<file path="src/rtl/clock_time_ctrl.sv">
// ---------------------------------------------------------------------------
// clock_time_ctrl
//   Timekeeping and set-mode controller for an HH:MM:SS clock. A prescaler
//   produces a once-per-second tick that advances the time in RUN mode. Two
//   debounced button pulses drive a small FSM that lets the user edit the
//   hours and then the minutes. The field being edited blinks at 1 Hz.
//
// Parameters
//   TICK_DIV   clk cycles per second (even, >= 2)
//
// Ports
//   clk        system clock
//   reset      synchronous, active-high reset
//   mode_btn   one-cycle pulse: RUN -> SET_HR -> SET_MIN -> RUN
//   inc_btn    one-cycle pulse: increments the field being edited
//   sec        seconds 0..59 (binary)
//   min        minutes 0..59 (binary)
//   hr         hours   0..23 (binary)
//   hr_blank   1 = hours display pair blanked (blink while editing hours)
//   min_blank  1 = minutes display pair blanked (blink while editing minutes)
//   mode       FSM state: 00 RUN, 01 SET_HR, 10 SET_MIN
//   sec_tick   one-cycle pulse on every one-second tick
// ---------------------------------------------------------------------------
module clock_time_ctrl #(
    parameter int unsigned TICK_DIV = 50000000
) (
    input  logic       clk,
    input  logic       reset,
    input  logic       mode_btn,
    input  logic       inc_btn,
    output logic [5:0] sec,
    output logic [5:0] min,
    output logic [5:0] hr,
    output logic       hr_blank,
    output logic       min_blank,
    output logic [1:0] mode,
    output logic       sec_tick
);

    localparam int unsigned CW = (TICK_DIV > 1) ? $clog2(TICK_DIV) : 1;
    localparam logic [CW-1:0] CNT_LAST = CW'(TICK_DIV - 1);
    localparam logic [CW-1:0] CNT_HALF = CW'(TICK_DIV / 2);

    typedef enum logic [1:0] {
        RUN     = 2'b00,
        SET_HR  = 2'b01,
        SET_MIN = 2'b10
    } state_e;

    state_e        state_q, state_d;
    logic [CW-1:0] cnt_q, cnt_d;
    logic [5:0]    sec_q, sec_d;
    logic [5:0]    min_q, min_d;
    logic [5:0]    hr_q, hr_d;
    logic          tick_q, tick_d;
    logic          hr_blank_q, hr_blank_d;
    logic          min_blank_q, min_blank_d;
    logic          wrap;

    always_comb begin
        // NOTE: every signal gets a default before the case so no path leaves
        // it unassigned; otherwise synthesis infers a latch.
        wrap    = (cnt_q == CNT_LAST);
        cnt_d   = wrap ? '0 : cnt_q + 1'b1;
        tick_d  = wrap;
        state_d = state_q;
        sec_d   = sec_q;
        min_d   = min_q;
        hr_d    = hr_q;

        case (state_q)
            RUN: begin
                if (mode_btn) state_d = SET_HR;
                // Full 23:59:59 -> 00:00:00 carry resolves in this one cycle.
                if (wrap) begin
                    if (sec_q == 6'd59) begin
                        sec_d = '0;
                        if (min_q == 6'd59) begin
                            min_d = '0;
                            hr_d  = (hr_q == 6'd23) ? 6'd0 : hr_q + 6'd1;
                        end else begin
                            min_d = min_q + 6'd1;
                        end
                    end else begin
                        sec_d = sec_q + 6'd1;
                    end
                end
            end
            SET_HR: begin
                // mode_btn wins over a simultaneous inc_btn.
                if (mode_btn)     state_d = SET_MIN;
                else if (inc_btn) hr_d = (hr_q == 6'd23) ? 6'd0 : hr_q + 6'd1;
            end
            SET_MIN: begin
                if (mode_btn) begin
                    // Restart the second cleanly so the first tick after
                    // leaving set mode is a full second away.
                    state_d = RUN;
                    sec_d   = '0;
                    cnt_d   = '0;
                end else if (inc_btn) begin
                    min_d = (min_q == 6'd59) ? 6'd0 : min_q + 6'd1;
                end
            end
            default: state_d = RUN;
        endcase

        // Blink phase is the upper half of the second; gated by the state
        // being entered so a blank never survives into RUN.
        hr_blank_d  = (state_d == SET_HR)  && (cnt_q >= CNT_HALF);
        min_blank_d = (state_d == SET_MIN) && (cnt_q >= CNT_HALF);
    end

    // NOTE: sequential state uses non-blocking assignments so all flops
    // update together from values sampled at the same edge.
    always_ff @(posedge clk) begin
        if (reset) begin
            state_q     <= RUN;
            cnt_q       <= '0;
            sec_q       <= '0;
            min_q       <= '0;
            hr_q        <= '0;
            tick_q      <= 1'b0;
            hr_blank_q  <= 1'b0;
            min_blank_q <= 1'b0;
        end else begin
            state_q     <= state_d;
            cnt_q       <= cnt_d;
            sec_q       <= sec_d;
            min_q       <= min_d;
            hr_q        <= hr_d;
            tick_q      <= tick_d;
            hr_blank_q  <= hr_blank_d;
            min_blank_q <= min_blank_d;
        end
    end

    assign sec       = sec_q;
    assign min       = min_q;
    assign hr        = hr_q;
    assign mode      = state_q;
    assign sec_tick  = tick_q;
    assign hr_blank  = hr_blank_q;
    assign min_blank = min_blank_q;

endmodule

</file>
<file path="config.mk">
export PLATFORM = sky130hd
export DESIGN_NAME = clock_time_ctrl
export DESIGN_NICKNAME = d
export VERILOG_FILES = /design/src/rtl/clock_time_ctrl.sv
export SDC_FILE = /design/constraint.sdc
export NUM_CORES = 1
export LEC_CHECK = 0
export CELL_PAD_IN_SITES_DETAIL_PLACEMENT = 0
export CELL_PAD_IN_SITES_GLOBAL_PLACEMENT = 1
export CORE_MARGIN = 2
export CORE_UTILIZATION = 45
export CTS_CLUSTER_SIZE = 10
export DETAILED_ROUTE_END_ITERATION = 8
export MAX_ROUTING_LAYER = met4
export PLACE_DENSITY = 0.88
export SYNTH_ARGS = -nofsm -noshare
export SYNTH_HDL_FRONTEND = slang
export SYNTH_SLANG_ARGS = --single-unit
export TNS_END_PERCENT = 20
</file>
<file path="constraint.sdc">
create_clock -name clk -period 4.4 [get_ports clk]
set_clock_uncertainty 0.2 [all_clocks]
set_input_delay 0.88 -clock clk [delete_from_list [all_inputs] [get_ports clk]]
set_output_delay 0.88 -clock clk [all_outputs]
set_load 0.02 [all_outputs]
</file>
==> flow_summary.yaml, run 1 <==
global_routing:
  grt_pass1_wl_um: 8780
  antenna_found_initial: 0
  grt.met1_usage_pct: 23.2
  grt_max_degree: 26
  grt_busiest_layer: "met2"
  grtUsageMet2_pct: 29.0
  use_met3_pct: 4.71
  grt_pass1_vias: 1931
  grt.total_usage_pct: 18.4
  grt-ovfl-total: 0
routing:
  ant_nets: 0
  drt-total-wl_um: 4740
  drtPass1Iterations: 4
  route.detailed.drc: 0
  vias: 2031
  detail_route.wl_per_cell_um: 12.8
  drt-initial-drc-count: 57
  vias_per_cell: 5.47
clock_network:
  numCtsBuffers: 5
  clock-sinks: 49
  post-cts-setup-buffers: 0
  cts_tree: "built"
  cts_resized: 0
  h-tree-depth: 2
  clock_path_buffers: 2
  clk_latency_ns: 0.31
  clockRootBuffer: "clkbuf_8"
  cts.reportedPaths.clkPinSlew_ns: 0.09
  postCtsHoldBufs: 0
floorplan:
  die_h_um: 77.2
  pin_count: 27
  die_area_mm2: 0.00596
  initial_core_util_pct: 46.9
  fp-row-count: 26
  core_mm2: 0.00514
  die_width_um: 77.2
worst_setup_path:
  crit_arrival_ns: 2.74
  crit_fanout: 11
  crit_required_ns: 4.41
  end_kind: "register"
  worst_setup_path_start_kind: "input port"
  crit_type: "input port to register"
timing:
  relSlewSlack_pct: 41.2
  tightest_slew_ns: 0.877
  period_share_pct: 62.0
  setup_tns_ns: 0
  fin_crit_ns: 2.73
  drv_slew: 0
  setup_viol: 0
  rsz0062_at_grt: "no"
  fmax_mhz: 366
  hold_viol_final: 0
layout:
  num_antenna_cells: 0
  fillers: 522
  area_delta_synth_final_pct: 15.7
  ff_latch_area_um2: 981
  final_net_count: 310
  drive_gt1_share_pct: 5.65
  multiInputGateArea_mm2: 0.00134
  post-route-util_pct: 54.2
synth:
  synth_top_area_share_pct: 40.7
  yosysTopAreaCell: "dfxtp_1"
  syn-cell-area_mm2: 0.00241
  synth-warning-count: 0
  synth_seq_cells: 49
  ys_seq_area_share_pct: 40.7
  ys_types: 51
  synth_area_per_cell_um2: 8.67
  async_flop_share_pct: 0
  syn_inst: 278
  synth_fp_nets: 288
  ys_top_cells_by_area: "dfxtp_1, nor2_1, xor2_1, xnor2_1, nand3_1"
  ys.flop_type: "dfxtp_1"
  synth_edf_count: 0
pwr:
  vdd_ir_drop_max_mv: 0.133
  p_per_area_mw_per_mm2: 277
  power_leakage_nw: 0.959
min_path:
  hold_path_class: "register to register"
placed_design:
  portBuffers: 26
  dp_hpwl_um: 3290
  gp_congestion: 0.829
outcome:
  outcome: "finished clean"
run:
  maxCapViolCount: 0
cell usage after synthesis, types with 2 or more instances:
master,instances
a211oi_1,2
inv_1,8
xnor2_1,10
a41oi_1,2
ha_1,6
or4_1,2
a31o_2,2
xor2_1,15
and3_1,8
nor2b_1,4
a32o_1,2
o21ai_0,8
a311oi_1,2
buf_4,2
a31oi_1,2
mux2i_1,5
and4_1,3
nor3b_1,4
o22ai_1,2
nor3_1,7
or3_1,2
dfxtp_1,49
nand3_1,17
clkbuf_1,7
a21oi_1,8
nor2_1,45
nand2_1,21
o31ai_1,3
o211ai_1,2
nand4_1,6
and4bb_2,2
worst max-delay path, stage by stage:
cell and delay [ns]:
clkdlybuf4s50_1 0.60, nor2b_1 0.10, nor3b_1 0.15, a31oi_1 0.66, nor4_1 0.10, a31o_2 0.24
report_power, final:
| part | leakage [nW] | internal (mW) | total (mW) | switching, mW |
|---|---|---|---|---|
| Sequential | 0.396 | 0.450 | 0.460 | 0.0103 |
| Combinational | 0.525 | 0.0192 | 0.0460 | 0.0269 |
| Clock | 0.0374 | 0.112 | 0.266 | 0.154 |
cells in the final DEF, fill, tap and decap left out, drive strengths merged, types with 2 or more instances in the layout:
cell / count
clkdlybuf4s50: 26
nor4: 2
clkinvlp: 2
a41oi: 2
a31o: 2
nor2: 45
a32o: 2
inv: 8
nor4b: 2
nor3: 7
or4: 2
and3: 8
or2: 2
a211oi: 2
clkbuf: 6
or3: 2
nor3b: 4
a21oi: 8
a311oi: 2
a31oi: 2
nand4: 7
mux2i: 5
ha: 6
xnor2: 10
nor2b: 4
and4bb: 2
o211ai: 2
and4: 3
o31ai: 3
xor2: 15
nand3: 18
dfxtp: 49
nand2: 22
o22ai: 2
o21ai: 8
worst paths after layout:
path,start,end,slack [ns],depth (start not counted)
worst max-delay path,mode_btn,hr[3],1.67,6
worst min-delay path,cnt_q[0],cnt_q[0],0.31,1
worst max register to register,cnt_q[2],hr[5],1.76,6
worst min register to register,cnt_q[0],cnt_q[0],0.31,1
cell type report:
type / instances / share of cell area (%)
repair buffers: 26 / 9.34
clock buffers: 6 / 2.60
clock inverters: 2 / 0.539
inverters: 8 / 1.08
well taps: 70 / 3.14
flip-flops and latches: 49 / 35.2
multi-input cells: 210 / 48.1
state kept, by name, indices dropped and copies added, names as in the netlist:
name       count
sec_tick       1
hr_blank       1
mode           2
sec            6
min_blank      1
hr             6
cnt_q         26
min            6
logic make-up (layout without fill, tap and decap cells):
family	after synthesis	in the layout	share of synthesized area, %
adders and majority gates	6	6	3.12
DFF	49	49	40.7
muxes	5	5	2.08
buffers and inverters	19	42	3.63
xor gates and xnor gates	25	25	9.09
AOI/OAI and AO/OA	40	40	11.3
and+or+nand+nor	134	134	30.1
per-layer routing:
layer | vias up | part of all wire [%]
met5 | - | 0
met2 | 36 | 46
met3 | 6 | 3.9
met4 | 0 | 1.3
li1 | 1035 | -
met1 | 954 | 49
stage by stage:
stage | hold slack [ns] | setup WS [ns] | instances | power, mW | area [µm²]
global route | 0.355 | 1.52 | 371 | 0.807 | 2790
floorplan | 0.252 | 2.22 | 278 | 0.501 | 2410
finish | 0.308 | 1.67 | 371 | 0.772 | 2790
detailed placement | 0.291 | 1.37 | 363 | 0.517 | 2700
CTS | 0.311 | 1.71 | 371 | 0.785 | 2790
global placement | 0.280 | 1.39 | 363 | 0.516 | 2700
Power figures use the tool's default switching activity.
==> inputs of run 2 (changes only) <==
--- a/config.mk
+++ b/config.mk
@@ -8,11 +8,11 @@
 export CELL_PAD_IN_SITES_DETAIL_PLACEMENT = 0
 export CELL_PAD_IN_SITES_GLOBAL_PLACEMENT = 1
 export CORE_MARGIN = 2
-export CORE_UTILIZATION = 45
+export CORE_UTILIZATION = 38
 export CTS_CLUSTER_SIZE = 10
 export DETAILED_ROUTE_END_ITERATION = 8
 export MAX_ROUTING_LAYER = met4
-export PLACE_DENSITY = 0.88
+export PLACE_DENSITY = 0.8
 export SYNTH_ARGS = -nofsm -noshare
 export SYNTH_HDL_FRONTEND = slang
 export SYNTH_SLANG_ARGS = --single-unit
==> constraint.sdc (replaced) <==
create_clock -name clk -period 2.2 [get_ports clk]
set_clock_uncertainty 0.2 [all_clocks]
set_input_delay 0.44 -clock clk [delete_from_list [all_inputs] [get_ports clk]]
set_output_delay 0.44 -clock clk [all_outputs]
set_load 0.02 [all_outputs]
==> run 2 against run 1 <==
Worst hold slack got worse by 0.0077 ns. Largest power group unchanged. Register-to-register slack got worse by 1.7 ns. Critical endpoint is now hr[5]. Setup slack got worse by 1.7 ns.
==> flow_summary.yaml, run 2 (synthesis gave the netlist of run 1 again) <==
outcome:
  outcome: "finished clean"
routing:
  detail_route.wl_per_cell_um: 12.2
  route.detailed.drc: 0
  vias: 2193
  drtPass1Iterations: 4
  highest_layer: "met4"
  vias_per_cell: 5.11
  wl_met2_um: 2440
  drt-total-wl_um: 5230
  dr_wl_met3_um: 214
  drt-initial-drc-count: 76
  ant_nets: 0
  m1WireLength_um: 2510
min_path:
  holdPathEnd: "mode[0]"
  min_path_cells: 1
  min_from: "mode[1]"
  hold_path_class: "register to register"
floorplan:
  die_area_mm2: 0.00699
  core_mm2: 0.00624
  initial_core_util_pct: 38.6
  die_h_um: 83.6
  fp-row-count: 29
  pin_count: 27
  die_width_um: 83.6
timing:
  period_share_pct: 99.3
  hold_viol_final: 0
  rsz0062_at_grt: "yes"
  fmax_mhz: 458
  tightest_slew_ns: 0.550
  drv_slew: 0
  fin_crit_ns: 2.18
  setup_viol: 0
  setup_tns_ns: 0
  hold_ws_ns: 0.300
  relSlewSlack_pct: 63.0
global_routing:
  grt-ovfl-total: 0
  grt.total_usage_pct: 16.2
  grt_pass1_vias: 2072
  grt_max_degree: 26
  antenna_found_initial: 0
  grt_pass1_wl_um: 9200
pwr:
  p_per_area_mw_per_mm2: 488
  p_comb_share_pct: 8.7
  p_switching_uw: 391
  power_leakage_nw: 1.24
  p_sw_share_pct: 24.7
  clkPwrFrac_pct: 33.7
  intPower_mw: 1.19
  p_seq_share_pct: 57.6
  power_mw: 1.58
  vdd_ir_drop_max_mv: 0.305
worst_setup_path:
  crit_arrival_ns: 2.23
  timing.rr.start: "cnt_q[10]"
  crit_required_ns: 2.24
  reg2reg_slack_ns: 0.02
  crit_fanout: 4
  end_kind: "register"
  crit_chain: "nor4_4 > nand4_2 > nor4b_4 > a31oi_4 > or4_1 > a21oi_2"
  r2r_end: "hr[5]"
  crit_type: "register to register"
  worst_setup_path_start_kind: "register"
  critPathSlowestCell: "or4_1"
  worst_path_largest_cell_delay_ns: 0.44
  rr_worst_depth: 6
run:
  maxCapViolCount: 0
clock_network:
  clockRootBuffer: "clkbuf_8"
  cts_tree: "built"
  numCtsBuffers: 5
  postCtsHoldBufs: 0
  clock_path_buffers: 2
  h-tree-depth: 2
  clk_latency_ns: 0.30
  clock-sinks: 49
  cts.reportedPaths.clkPinSlew_ns: 0.09
layout:
  regMostFlops: "cnt_q"
  post-route-util_pct: 51.9
  largest_register_ffs: 26
  drive_gt1_share_pct: 21.0
  most-common-layout-cells: "buf_4, dfxtp_1, nor2_1, clkdlybuf4s50_1, nand2_1"
  layout_commonest_cell: "buf_4"
  postLayoutCellArea_mm2: 0.00324
  num_antenna_cells: 0
  fillers: 608
  final_net_count: 361
  area_delta_synth_final_pct: 34.3
placed_design:
  dp_hpwl_um: 3910
  gp_congestion: 0.825
  place_area_mm2: 0.00310
  portBuffers: 26
-- run 2: cell count changes in the layout (fill, tap and decap cells not counted), sizes merged --
cell | previous run | this run
buf | 0 | 51
-- run 2: layer usage --
metal,up-vias,GRT usage (%)
li1,1136,-
met1,1006,19.9
met2,45,26.8
met3,6,3.76
met4,0,4.55
met5,-,-
-- run 2: worst max path at each step --
stage                     startpoint        end  slack, ns  cells after the start
after floorplan            cnt_q[14]  cnt_q[11]       0.02                      7
after global placement      mode_btn      hr[3]      -0.09                      7
after detailed placement    mode_btn      hr[3]      -0.13                      7
after CTS                  cnt_q[10]      hr[5]      -0.01                      6
after global routing       cnt_q[10]      hr[5]      -0.09                      6
final                      cnt_q[10]      hr[5]       0.02                      6
-- run 2: power groups by stage --
stage / clock, mW / sequential (mW) / combinational [mW]
2_1_floorplan: 0 / 0.941 / 0.0602
3_3_place_gp: 0 / 0.931 / 0.135
3_5_place_dp: 0 / 0.930 / 0.134
4_1_cts: 0.553 / 0.910 / 0.135
5_1_grt: 0.585 / 0.913 / 0.152
6_report: 0.532 / 0.910 / 0.138
-- run 2: worst max-delay path: cells and delay by family (launching register included) --
family / cells / cell delay [ns]
AND/OR/NAND/NOR: 4 / 1.30
flip-flops: 1 / 0.34
AO/OA/AOI/OAI: 2 / 0.29
-- run 2: through the flow --
step	setup WS, ns	instances
final	0.0154	429
after global routing	-0.0890	429
after CTS	-0.00994	428
after detailed placement	-0.130	420
after global placement	-0.0866	420
after floorplan	0.0191	278
-- run 2: area by class of cell --
cell class                      instances  area [µm²]  share of cell area, %
Timing Repair Buffer                   77         659                   20.4
Multi-Input combinational cell        210        1380                   42.7
Inverter                                8        30.0                  0.928
Clock buffer                            6        72.6                   2.24
Tap cell                               77        96.3                   2.98
Sequential cell                        49         982                   30.3
Clock inverter                          2        15.0                  0.464
-- run 2: repair_timing --
| item | 4_1_cts | 5_1_grt |
|---|---|---|
| setup endpoints to repair | 6 | 33 |
| resized for setup | 3 | 6 |
| gates cloned | 0 | 0 |
| pin swaps | 0 | 3 |
| buffers inserted | 0 | 1 |
